$ cat config.mk
export PLATFORM = sky130hd
export DESIGN_NAME = exec_stage_flat
export DESIGN_NICKNAME = d
export VERILOG_FILES = /design/src/rtl/exec_if.sv /design/src/rtl/exec_stage.sv /design/src/flat_wrapper.sv
export SDC_FILE = /design/constraint.sdc
export NUM_CORES = 1
export LEC_CHECK = 0
export CAP_MARGIN = 20
export CORE_AREA = 4 4 269 271
export CTS_CLUSTER_DIAMETER = 120
export CTS_CLUSTER_SIZE = 20
export DETAILED_ROUTE_END_ITERATION = 10
export DIE_AREA = 0 0 273 275
export GPL_ROUTABILITY_DRIVEN = 1
export SLEW_MARGIN = 15
export SYNTH_ARGS = -nofsm -noshare
export SYNTH_HDL_FRONTEND = slang
export SYNTH_SLANG_ARGS = --single-unit
$ cat constraint.sdc
create_clock -name clk -period 4.25 [get_ports clk]
set_input_delay 1.275 -clock clk [delete_from_list [all_inputs] [get_ports clk]]
set_output_delay 1.275 -clock clk [all_outputs]
set_load 0.01 [all_outputs]
$ cat src/rtl/exec_if.sv
// Execute-stage bus: ID-side instruction handshake, WB bypass, external ALU hookup
// and the EX/MEM output register. The master drives the stage, the slave is the stage.
interface exec_if #(
  parameter int XLEN     = 64,
  parameter int REG_BITS = 5
);
  logic                flush;
  logic                in_valid;
  logic                in_ready;
  logic [3:0]          in_alu_op;
  logic [REG_BITS-1:0] in_rd;
  logic [REG_BITS-1:0] in_rn;
  logic [REG_BITS-1:0] in_rm;
  logic [XLEN-1:0]     in_rn_val;
  logic [XLEN-1:0]     in_rm_val;
  logic [XLEN-1:0]     in_imm;
  logic                in_use_imm;
  logic                in_is_cbz;
  logic                in_reg_write;
  logic [XLEN-1:0]     in_pc;

  logic                wb_valid;
  logic [REG_BITS-1:0] wb_rd;
  logic [XLEN-1:0]     wb_data;

  logic [XLEN-1:0]     alu_a;
  logic [XLEN-1:0]     alu_b;
  logic [3:0]          alu_op;
  logic [XLEN-1:0]     alu_result;
  logic                alu_zero;

  logic                out_valid;
  logic                out_ready;
  logic [REG_BITS-1:0] out_rd;
  logic [XLEN-1:0]     out_result;
  logic                out_reg_write;
  logic                out_branch_taken;
  logic [XLEN-1:0]     out_branch_target;

  modport master (
    output flush, in_valid, in_alu_op, in_rd, in_rn, in_rm, in_rn_val, in_rm_val,
           in_imm, in_use_imm, in_is_cbz, in_reg_write, in_pc,
           wb_valid, wb_rd, wb_data, alu_result, alu_zero, out_ready,
    input  in_ready, alu_a, alu_b, alu_op,
           out_valid, out_rd, out_result, out_reg_write, out_branch_taken, out_branch_target
  );

  modport slave (
    input  flush, in_valid, in_alu_op, in_rd, in_rn, in_rm, in_rn_val, in_rm_val,
           in_imm, in_use_imm, in_is_cbz, in_reg_write, in_pc,
           wb_valid, wb_rd, wb_data, alu_result, alu_zero, out_ready,
    output in_ready, alu_a, alu_b, alu_op,
           out_valid, out_rd, out_result, out_reg_write, out_branch_taken, out_branch_target
  );
endinterface

$ cat src/rtl/exec_stage.sv
// Execute stage: operand resolution, ALU drive and EX/MEM register with backpressure.
// Define EXEC_FWD_EN for EX/MEM and WB forwarding; otherwise dependent instructions stall.
module exec_stage #(
  parameter int XLEN     = 64,
  parameter int REG_BITS = 5
) (
  input logic   clk,
  input logic   rst_n,
  exec_if.slave bus
);
  localparam logic [REG_BITS-1:0] XZR     = '1;
  localparam logic [3:0]          OP_PASS = 4'b0111;

  logic [XLEN-1:0] rn_op;
  logic [XLEN-1:0] rm_op;
  logic            hazard;
  logic            transfer;
  logic            ex_rn, ex_rm, wb_rn, wb_rm;
  logic            rn_used, rm_used;

  assign ex_rn = bus.out_valid && bus.out_reg_write && (bus.out_rd == bus.in_rn);
  assign ex_rm = bus.out_valid && bus.out_reg_write && (bus.out_rd == bus.in_rm);
  // The XZR test ahead of these makes an explicit wb_rd != XZR check redundant.
  assign wb_rn = bus.wb_valid && (bus.wb_rd == bus.in_rn);
  assign wb_rm = bus.wb_valid && (bus.wb_rd == bus.in_rm);

  // CBZ ignores Rn (alu_a is forced to 0); Rm is read unless the immediate replaces it.
  assign rn_used = !bus.in_is_cbz;
  assign rm_used = bus.in_is_cbz || !bus.in_use_imm;

`ifdef EXEC_FWD_EN
  // NOTE: every output of a combinational block gets a default first so no path infers a latch.
  always_comb begin
    rn_op = bus.in_rn_val;
    if (bus.in_rn == XZR)  rn_op = '0;
    else if (ex_rn)        rn_op = bus.out_result;
    else if (wb_rn)        rn_op = bus.wb_data;

    rm_op = bus.in_rm_val;
    if (bus.in_rm == XZR)  rm_op = '0;
    else if (ex_rm)        rm_op = bus.out_result;
    else if (wb_rm)        rm_op = bus.wb_data;
  end

  assign hazard = 1'b0;
`else
  assign rn_op = (bus.in_rn == XZR) ? '0 : bus.in_rn_val;
  assign rm_op = (bus.in_rm == XZR) ? '0 : bus.in_rm_val;

  // Without bypass paths, hold the instruction until its producers have retired.
  assign hazard = (rn_used && (bus.in_rn != XZR) && (ex_rn || wb_rn)) ||
                  (rm_used && (bus.in_rm != XZR) && (ex_rm || wb_rm));
`endif

  always_comb begin
    bus.alu_a  = rn_op;
    bus.alu_b  = bus.in_use_imm ? bus.in_imm : rm_op;
    bus.alu_op = bus.in_alu_op;
    if (bus.in_is_cbz) begin
      bus.alu_a  = '0;
      bus.alu_b  = rm_op;
      bus.alu_op = OP_PASS;
    end
  end

  assign bus.in_ready = (!bus.out_valid || bus.out_ready) && !hazard;
  assign transfer     = bus.in_valid && bus.in_ready && !bus.flush;

  // NOTE: sequential state is updated with non-blocking assignments only, so every
  // register samples pre-edge values regardless of block evaluation order.
  always_ff @(posedge clk or negedge rst_n) begin
    if (!rst_n) begin
      bus.out_valid         <= 1'b0;
      bus.out_rd            <= '0;
      bus.out_result        <= '0;
      bus.out_reg_write     <= 1'b0;
      bus.out_branch_taken  <= 1'b0;
      bus.out_branch_target <= '0;
    end else if (bus.flush) begin
      bus.out_valid <= 1'b0;
    end else if (transfer) begin
      bus.out_valid         <= 1'b1;
      bus.out_rd            <= bus.in_rd;
      bus.out_result        <= bus.alu_result;
      bus.out_reg_write     <= bus.in_reg_write && !bus.in_is_cbz && (bus.in_rd != XZR);
      bus.out_branch_taken  <= bus.in_is_cbz && bus.alu_zero;
      bus.out_branch_target <= bus.in_pc + bus.in_imm;
    end else if (bus.out_ready) begin
      bus.out_valid <= 1'b0;
    end
  end
endmodule

$ cat src/flat_wrapper.sv
// flat-port wrapper written by rule: the top's interface ports become plain ports
module exec_stage_flat 
#(
  parameter int XLEN     = 64,
  parameter int REG_BITS = 5
)
  (clk, rst_n, bus_flush, bus_in_valid, bus_in_alu_op, bus_in_rd, bus_in_rn, bus_in_rm, bus_in_rn_val, bus_in_rm_val, bus_in_imm, bus_in_use_imm, bus_in_is_cbz, bus_in_reg_write, bus_in_pc, bus_wb_valid, bus_wb_rd, bus_wb_data, bus_alu_result, bus_alu_zero, bus_out_ready, bus_in_ready, bus_alu_a, bus_alu_b, bus_alu_op, bus_out_valid, bus_out_rd, bus_out_result, bus_out_reg_write, bus_out_branch_taken, bus_out_branch_target);
  exec_if #(.XLEN(XLEN), .REG_BITS(REG_BITS)) bus_i ();
  input logic clk;
  input logic rst_n;
  input wire logic [$bits(bus_i.flush)-1:0] bus_flush;
  input wire logic [$bits(bus_i.in_valid)-1:0] bus_in_valid;
  input wire logic [$bits(bus_i.in_alu_op)-1:0] bus_in_alu_op;
  input wire logic [$bits(bus_i.in_rd)-1:0] bus_in_rd;
  input wire logic [$bits(bus_i.in_rn)-1:0] bus_in_rn;
  input wire logic [$bits(bus_i.in_rm)-1:0] bus_in_rm;
  input wire logic [$bits(bus_i.in_rn_val)-1:0] bus_in_rn_val;
  input wire logic [$bits(bus_i.in_rm_val)-1:0] bus_in_rm_val;
  input wire logic [$bits(bus_i.in_imm)-1:0] bus_in_imm;
  input wire logic [$bits(bus_i.in_use_imm)-1:0] bus_in_use_imm;
  input wire logic [$bits(bus_i.in_is_cbz)-1:0] bus_in_is_cbz;
  input wire logic [$bits(bus_i.in_reg_write)-1:0] bus_in_reg_write;
  input wire logic [$bits(bus_i.in_pc)-1:0] bus_in_pc;
  input wire logic [$bits(bus_i.wb_valid)-1:0] bus_wb_valid;
  input wire logic [$bits(bus_i.wb_rd)-1:0] bus_wb_rd;
  input wire logic [$bits(bus_i.wb_data)-1:0] bus_wb_data;
  input wire logic [$bits(bus_i.alu_result)-1:0] bus_alu_result;
  input wire logic [$bits(bus_i.alu_zero)-1:0] bus_alu_zero;
  input wire logic [$bits(bus_i.out_ready)-1:0] bus_out_ready;
  output wire logic [$bits(bus_i.in_ready)-1:0] bus_in_ready;
  output wire logic [$bits(bus_i.alu_a)-1:0] bus_alu_a;
  output wire logic [$bits(bus_i.alu_b)-1:0] bus_alu_b;
  output wire logic [$bits(bus_i.alu_op)-1:0] bus_alu_op;
  output wire logic [$bits(bus_i.out_valid)-1:0] bus_out_valid;
  output wire logic [$bits(bus_i.out_rd)-1:0] bus_out_rd;
  output wire logic [$bits(bus_i.out_result)-1:0] bus_out_result;
  output wire logic [$bits(bus_i.out_reg_write)-1:0] bus_out_reg_write;
  output wire logic [$bits(bus_i.out_branch_taken)-1:0] bus_out_branch_taken;
  output wire logic [$bits(bus_i.out_branch_target)-1:0] bus_out_branch_target;
  assign bus_i.flush = bus_flush;
  assign bus_i.in_valid = bus_in_valid;
  assign bus_i.in_alu_op = bus_in_alu_op;
  assign bus_i.in_rd = bus_in_rd;
  assign bus_i.in_rn = bus_in_rn;
  assign bus_i.in_rm = bus_in_rm;
  assign bus_i.in_rn_val = bus_in_rn_val;
  assign bus_i.in_rm_val = bus_in_rm_val;
  assign bus_i.in_imm = bus_in_imm;
  assign bus_i.in_use_imm = bus_in_use_imm;
  assign bus_i.in_is_cbz = bus_in_is_cbz;
  assign bus_i.in_reg_write = bus_in_reg_write;
  assign bus_i.in_pc = bus_in_pc;
  assign bus_i.wb_valid = bus_wb_valid;
  assign bus_i.wb_rd = bus_wb_rd;
  assign bus_i.wb_data = bus_wb_data;
  assign bus_i.alu_result = bus_alu_result;
  assign bus_i.alu_zero = bus_alu_zero;
  assign bus_i.out_ready = bus_out_ready;
  assign bus_in_ready = bus_i.in_ready;
  assign bus_alu_a = bus_i.alu_a;
  assign bus_alu_b = bus_i.alu_b;
  assign bus_alu_op = bus_i.alu_op;
  assign bus_out_valid = bus_i.out_valid;
  assign bus_out_rd = bus_i.out_rd;
  assign bus_out_result = bus_i.out_result;
  assign bus_out_reg_write = bus_i.out_reg_write;
  assign bus_out_branch_taken = bus_i.out_branch_taken;
  assign bus_out_branch_target = bus_i.out_branch_target;
  exec_stage #(.XLEN(XLEN), .REG_BITS(REG_BITS)) u_core (.clk(clk), .rst_n(rst_n), .bus(bus_i));
endmodule
======== Word-level counts from Yosys, hierarchy flattened ========
Index checks and enable logic that the tools add are counted.
storage, ports and cells
  register bits after elaboration ......... 136
  input bits .............................. 418
  output and inout bits ................... 269
operators by class
  add/subtract/negate cells ............... 1
  equal/unequal tests ..................... 9
  multiplexer cells ....................... 9
  bitwise logic cells ..................... 1
  reduce and logical (&&, ||, !) cells .... 27
operators by type and width
  kind                count
  $mux 64             5
  $add 64x64->64      1
  $eq 5x5->1          4
  $logic_and 1x1->1   15
  $ne 5x5->1 const B  3
  $eq 5x5->1 const B  2
  $logic_not 1->1     5
  $logic_or 1x1->1    5
  $mux 4              1
  $mux 1              3
  $reduce_bool 3->1   1
  $reduce_and 2->1    1
  $not 1->1           1

======== Logic depth before layout (Yosys ltp) ========
  depth after elaboration ................. 11
  gate-level depth with buffers ........... 13
  gate-level depth less buffers ........... 12

======== Least setup slack after synthesis ========
Ideal clock, no wire load.
  kind .................................... input port to flip-flop
  start ................................... input port bus_in_pc[0]
  end ..................................... register u_core.bus.out_branch_target[60] in the netlist's numbering
  setup time .............................. 0.134 ns
  arrival time ............................ 3.811 ns
  required time ........................... 4.116 ns
  setup slack ............................. 0.305 ns
  cell stages on the path ................. 12
  path buffers ............................ 0
  cell sequence ........................... ha_1 > fa_1 > a211o_1 > and2_1 > a31o_2 > o21ai_0 > a31oi_1 > o21ai_1 > o21ai_0 > a21oi_1 > xor2_1 > o21ai_0
between the ends
  word-level cells in the longest chain between the ends .. 1
ends and longest elaborated chain
  element                 line                RTL
  start: declaration      flat_wrapper.sv:23  input wire logic [$bits(bus_i.in_pc)-1:0] bus_in_pc;
  $add 64x64->64          exec_stage.sv:87    bus.out_branch_target <= bus.in_pc + bus.in_imm;
  end signal: assignment  exec_stage.sv:87
  end: declaration        exec_if.sv:53       out_valid, out_rd, out_result, out_reg_write, out_branch_taken, out_branch_target
Every way passes these cells.
A chain may end at the register's enable or synchronous reset.

======== Worst setup path after layout ========
  start ................................... input port bus_in_pc[0]
  end ..................................... register u_core.bus.out_branch_target[62] in the netlist's numbering
The elaborated chain is that of the path after synthesis.

==> out/qor.yml <==
floorplanning:
  initial_utilization_pct: 14.56
  die_area_um2: 75080
  die_x_um: 273
  fp.dieH_um: 275
  num_rows: 97
  core_area_um2: 69790
  io_pins: 687
global_routing:
  grt_max_degree: 58
  grt_usage_pct: 15.86
  grt.overflow.total: 0
  grt_pass1_wl_um: 87160
  grt_pass1_vias: 12630
  antenna_found_initial: 23
outcome:
  status: "complete, no violations"
sta:
  worst_pin_slew_ps: 658.5
  period_minus_slack_ps: 4194
  final-hold-violation-count: 0
  clock_skew_ps: 25.44
  tns_ps: 0
  slew_headroom_pct: 56.10
  setup_violations: 0
  timing.fmax_mhz: 238.4
  min_period_over_period_pct: 98.69
  slew_violations: 0
synth:
  synth_top_cell_area_share_pct: 33.49
  async_flop_share_pct: 100.0
  synthCells: 1115
  synth_edf_count: 0
  syn_avg_cell_area_um2: 9.113
  synth_top_cells_by_count: "136 x dfrtp_1, 120 x nand2_1, 91 x o21ai_0"
  synth-seq-area-share_pct: 33.49
  yosys-top-cells-area: "dfrtp_1 33%, mux2_2 8.1%, ha_1 7.8%"
  yosysTopAreaCell: "dfrtp_1"
  yosysMostFrequentCell: "dfrtp_1"
  synth_ff_type: "dfrtp_1"
  syn_nets: 1597
  ys_warn_count: 0
  synth_area_um2: 10160
  synth_cell_types: 69
  ys_seq_elements: 136
detailed_routing:
  initialDrtViolationCount: 506
  viasPerCell: 4.231
  ant_nets: 0
  wl_per_cell_um: 22.37
  drc: 0
  vias: 12240
  routed_wl_um: 64680
  drt_pre_antenna_iters: 5
critical_path:
  crit_slowest_cell: "clkdlybuf4s50_1"
  ff2ff_path_depth: 14
  crit_chain: "clkdlybuf4s50_1 > ha_4 > fa_2 > a211o_1 > a21oi_2 > o21ai_1 > a21oi_1 > buf_4 > o31a_1 > buf_4 > o31ai_4 > buf_4 > o211ai_4 > a2111oi_4 > o21a_2 > o31ai_2"
  critical-path-max-stage-delay_ps: 450
  worstSetupPathType: "in2reg"
  startpoint_type: "input pin"
  cp_common_cell: "buf_4"
  critPathRequiredTime_ps: 4630
  critPathMaxFanout: 3
  end_kind: "register"
  cp.arrival_ps: 4570
clocking:
  htree_levels: 4
  cts_inserted_buffers: 17
  cts_hold_buffers: 0
  clockRootBuffer: "clkbuf_16"
  cts.sinks: 136
  clock_latency_ps: 490
  cts_tree: "built"
  clk_pin_slew_ps: 70
  cts_buffer_depth: 2
power:
  powerDensity_nw_per_um2: 311.1
  p_total_mw: 6.346
  ir_drop_uv: 206.0
  power.leakage_nw: 9.029
final_layout:
  syn2layout_area_growth_pct: 100.8
  nets: 2418
  drive_above_1_share_pct: 22.17
  layout.cells.non_filler: 2892
place:
  dp_cells: 2819
  place_congestion: 0.8813
  io_buffers: 622
  hpwl_um: 51180
flow_run:
  drv_cap: 0
worst_hold_path:
  hold_depth: 2
  min_path_type: "reg2reg"
==> placed cells by master, fill, tap and decap left out, types with 8 or more instances in the layout <==
cell / n
clkdlybuf4s50_1: 483
buf_4: 212
dfrtp_1: 136
nand2_1: 119
dlygate4sd2_1: 105
o21ai_0: 82
mux2_2: 73
a21oi_1: 69
and2_1: 68
a22o_1: 63
ha_1: 53
xnor2_1: 41
nor2_1: 40
a21o_1: 37
xor2_1: 35
clkbuf_16: 23
buf_12: 19
o21bai_1: 18
nand4_1: 17
nor3_1: 17
inv_1: 14
dlymetal6s2s_1: 14
nand3_1: 13
o31ai_1: 10
a31oi_1: 10
o21ai_1: 9
ha_4: 9
buf_16: 8
==> repair_timing <==
action,CTS,global route
pin swaps,8,17
cloned,6,6
resized for setup,172,58
buffers inserted,20,7
endpoints found under the setup margin,140,51
==> path summary, 6_finish.rpt <==
check / startpoint / end / slack [ps]
max: bus_in_pc[0] / u_core.bus.out_branch_target[62]$_DFFE_PN0P_ / 60
min: u_core.bus.out_branch_target[57]$_DFFE_PN0P_ / u_core.bus.out_branch_target[57]$_DFFE_PN0P_ / 480
max reg2reg: u_core.bus.out_rd[0]$_DFFE_PN0P_ / u_core.bus.out_result[38]$_DFFE_PN0P_ / 1000
min reg2reg: u_core.bus.out_branch_target[57]$_DFFE_PN0P_ / u_core.bus.out_branch_target[57]$_DFFE_PN0P_ / 480
max in group asynchronous: rst_n / u_core.bus.out_result[49]$_DFFE_PN0P_ / 2400
min in group asynchronous: rst_n / u_core.bus.out_branch_target[46]$_DFFE_PN0P_ / 800
==> state kept, by name, summed over array words and instances (netlist names) <==
name and count:
u_core.bus.out_branch_target 64, u_core.bus.out_result 64, u_core.bus.out_reg_write 1, u_core.bus.out_valid 1, u_core.bus.out_branch_taken 1, u_core.bus.out_rd 5
==> per-layer routing <==
| metal | GRT usage [%] | share of wire [%] | vias up |
|---|---|---|---|
| li1 | - | - | 5710 |
| met1 | 17.73 | 39 | 5952 |
| met2 | 30.33 | 53 | 479 |
| met3 | 3.602 | 6.1 | 81 |
| met4 | 3.921 | 1.9 | 14 |
| met5 | 0 | 0.13 | - |
==> metrics by stage <==
stage               cell area (µm²)  util (%)  hold WS (ps)  setup slack (ps)
finish                        20400     29.23         480.0             55.78
global route                  20400     29.23         513.8            -31.34
CTS                           19950     28.59         487.7            -148.4
global placement              19000     27.22         466.9            -845.0
floorplan                     10160         -         510.1             305.0
detailed placement            19000     27.22         470.8            -839.0
==> critical path, delay by kind of cell <==
kind                       cells  cell delay, ps
adders and majority gates      2             560
buffers and inverters          4             910
AOI/OAI and AO/OA             10            1800
==> cell type report <==
| class | instances | area (µm²) |
|---|---|---|
| sequential | 136 | 3403 |
| clock inverter | 15 | 175.2 |
| tap | 940 | 1176 |
| timing repair buffer | 867 | 8481 |
| multi-input combinational | 899 | 6676 |
| clock buffer | 17 | 425.4 |
| fill | 7336 | 49380 |
| antenna | 3 | 7.507 |
| inverter | 15 | 56.30 |
==> cells by family (layout without fill, tap and decap cells) <==
group / Yosys count / after routing / synth area share (%)
other: 0 / 3 / 0
flip-flops: 136 / 136 / 33.49
adder cells (fa/ha/maj): 64 / 64 / 7.955
buffers and inverters: 80 / 914 / 3.830
XOR/XNOR: 76 / 76 / 6.551
AO/OA/AOI/OAI: 358 / 358 / 23.79
multiplexers: 76 / 76 / 8.386
AND/OR/NAND/NOR: 325 / 325 / 16.00
==> power breakdown <==
part	leakage [nW]	internal [mW]	switching [mW]	total, mW
Sequential	1.64	1.58	0.172	1.75
Clock	0.297	0.844	0.785	1.63
Combinational	7.09	1.63	1.33	2.97
Total	9.03	4.06	2.29	6.35
No activity file was read; power rests on OpenSTA's default activity.
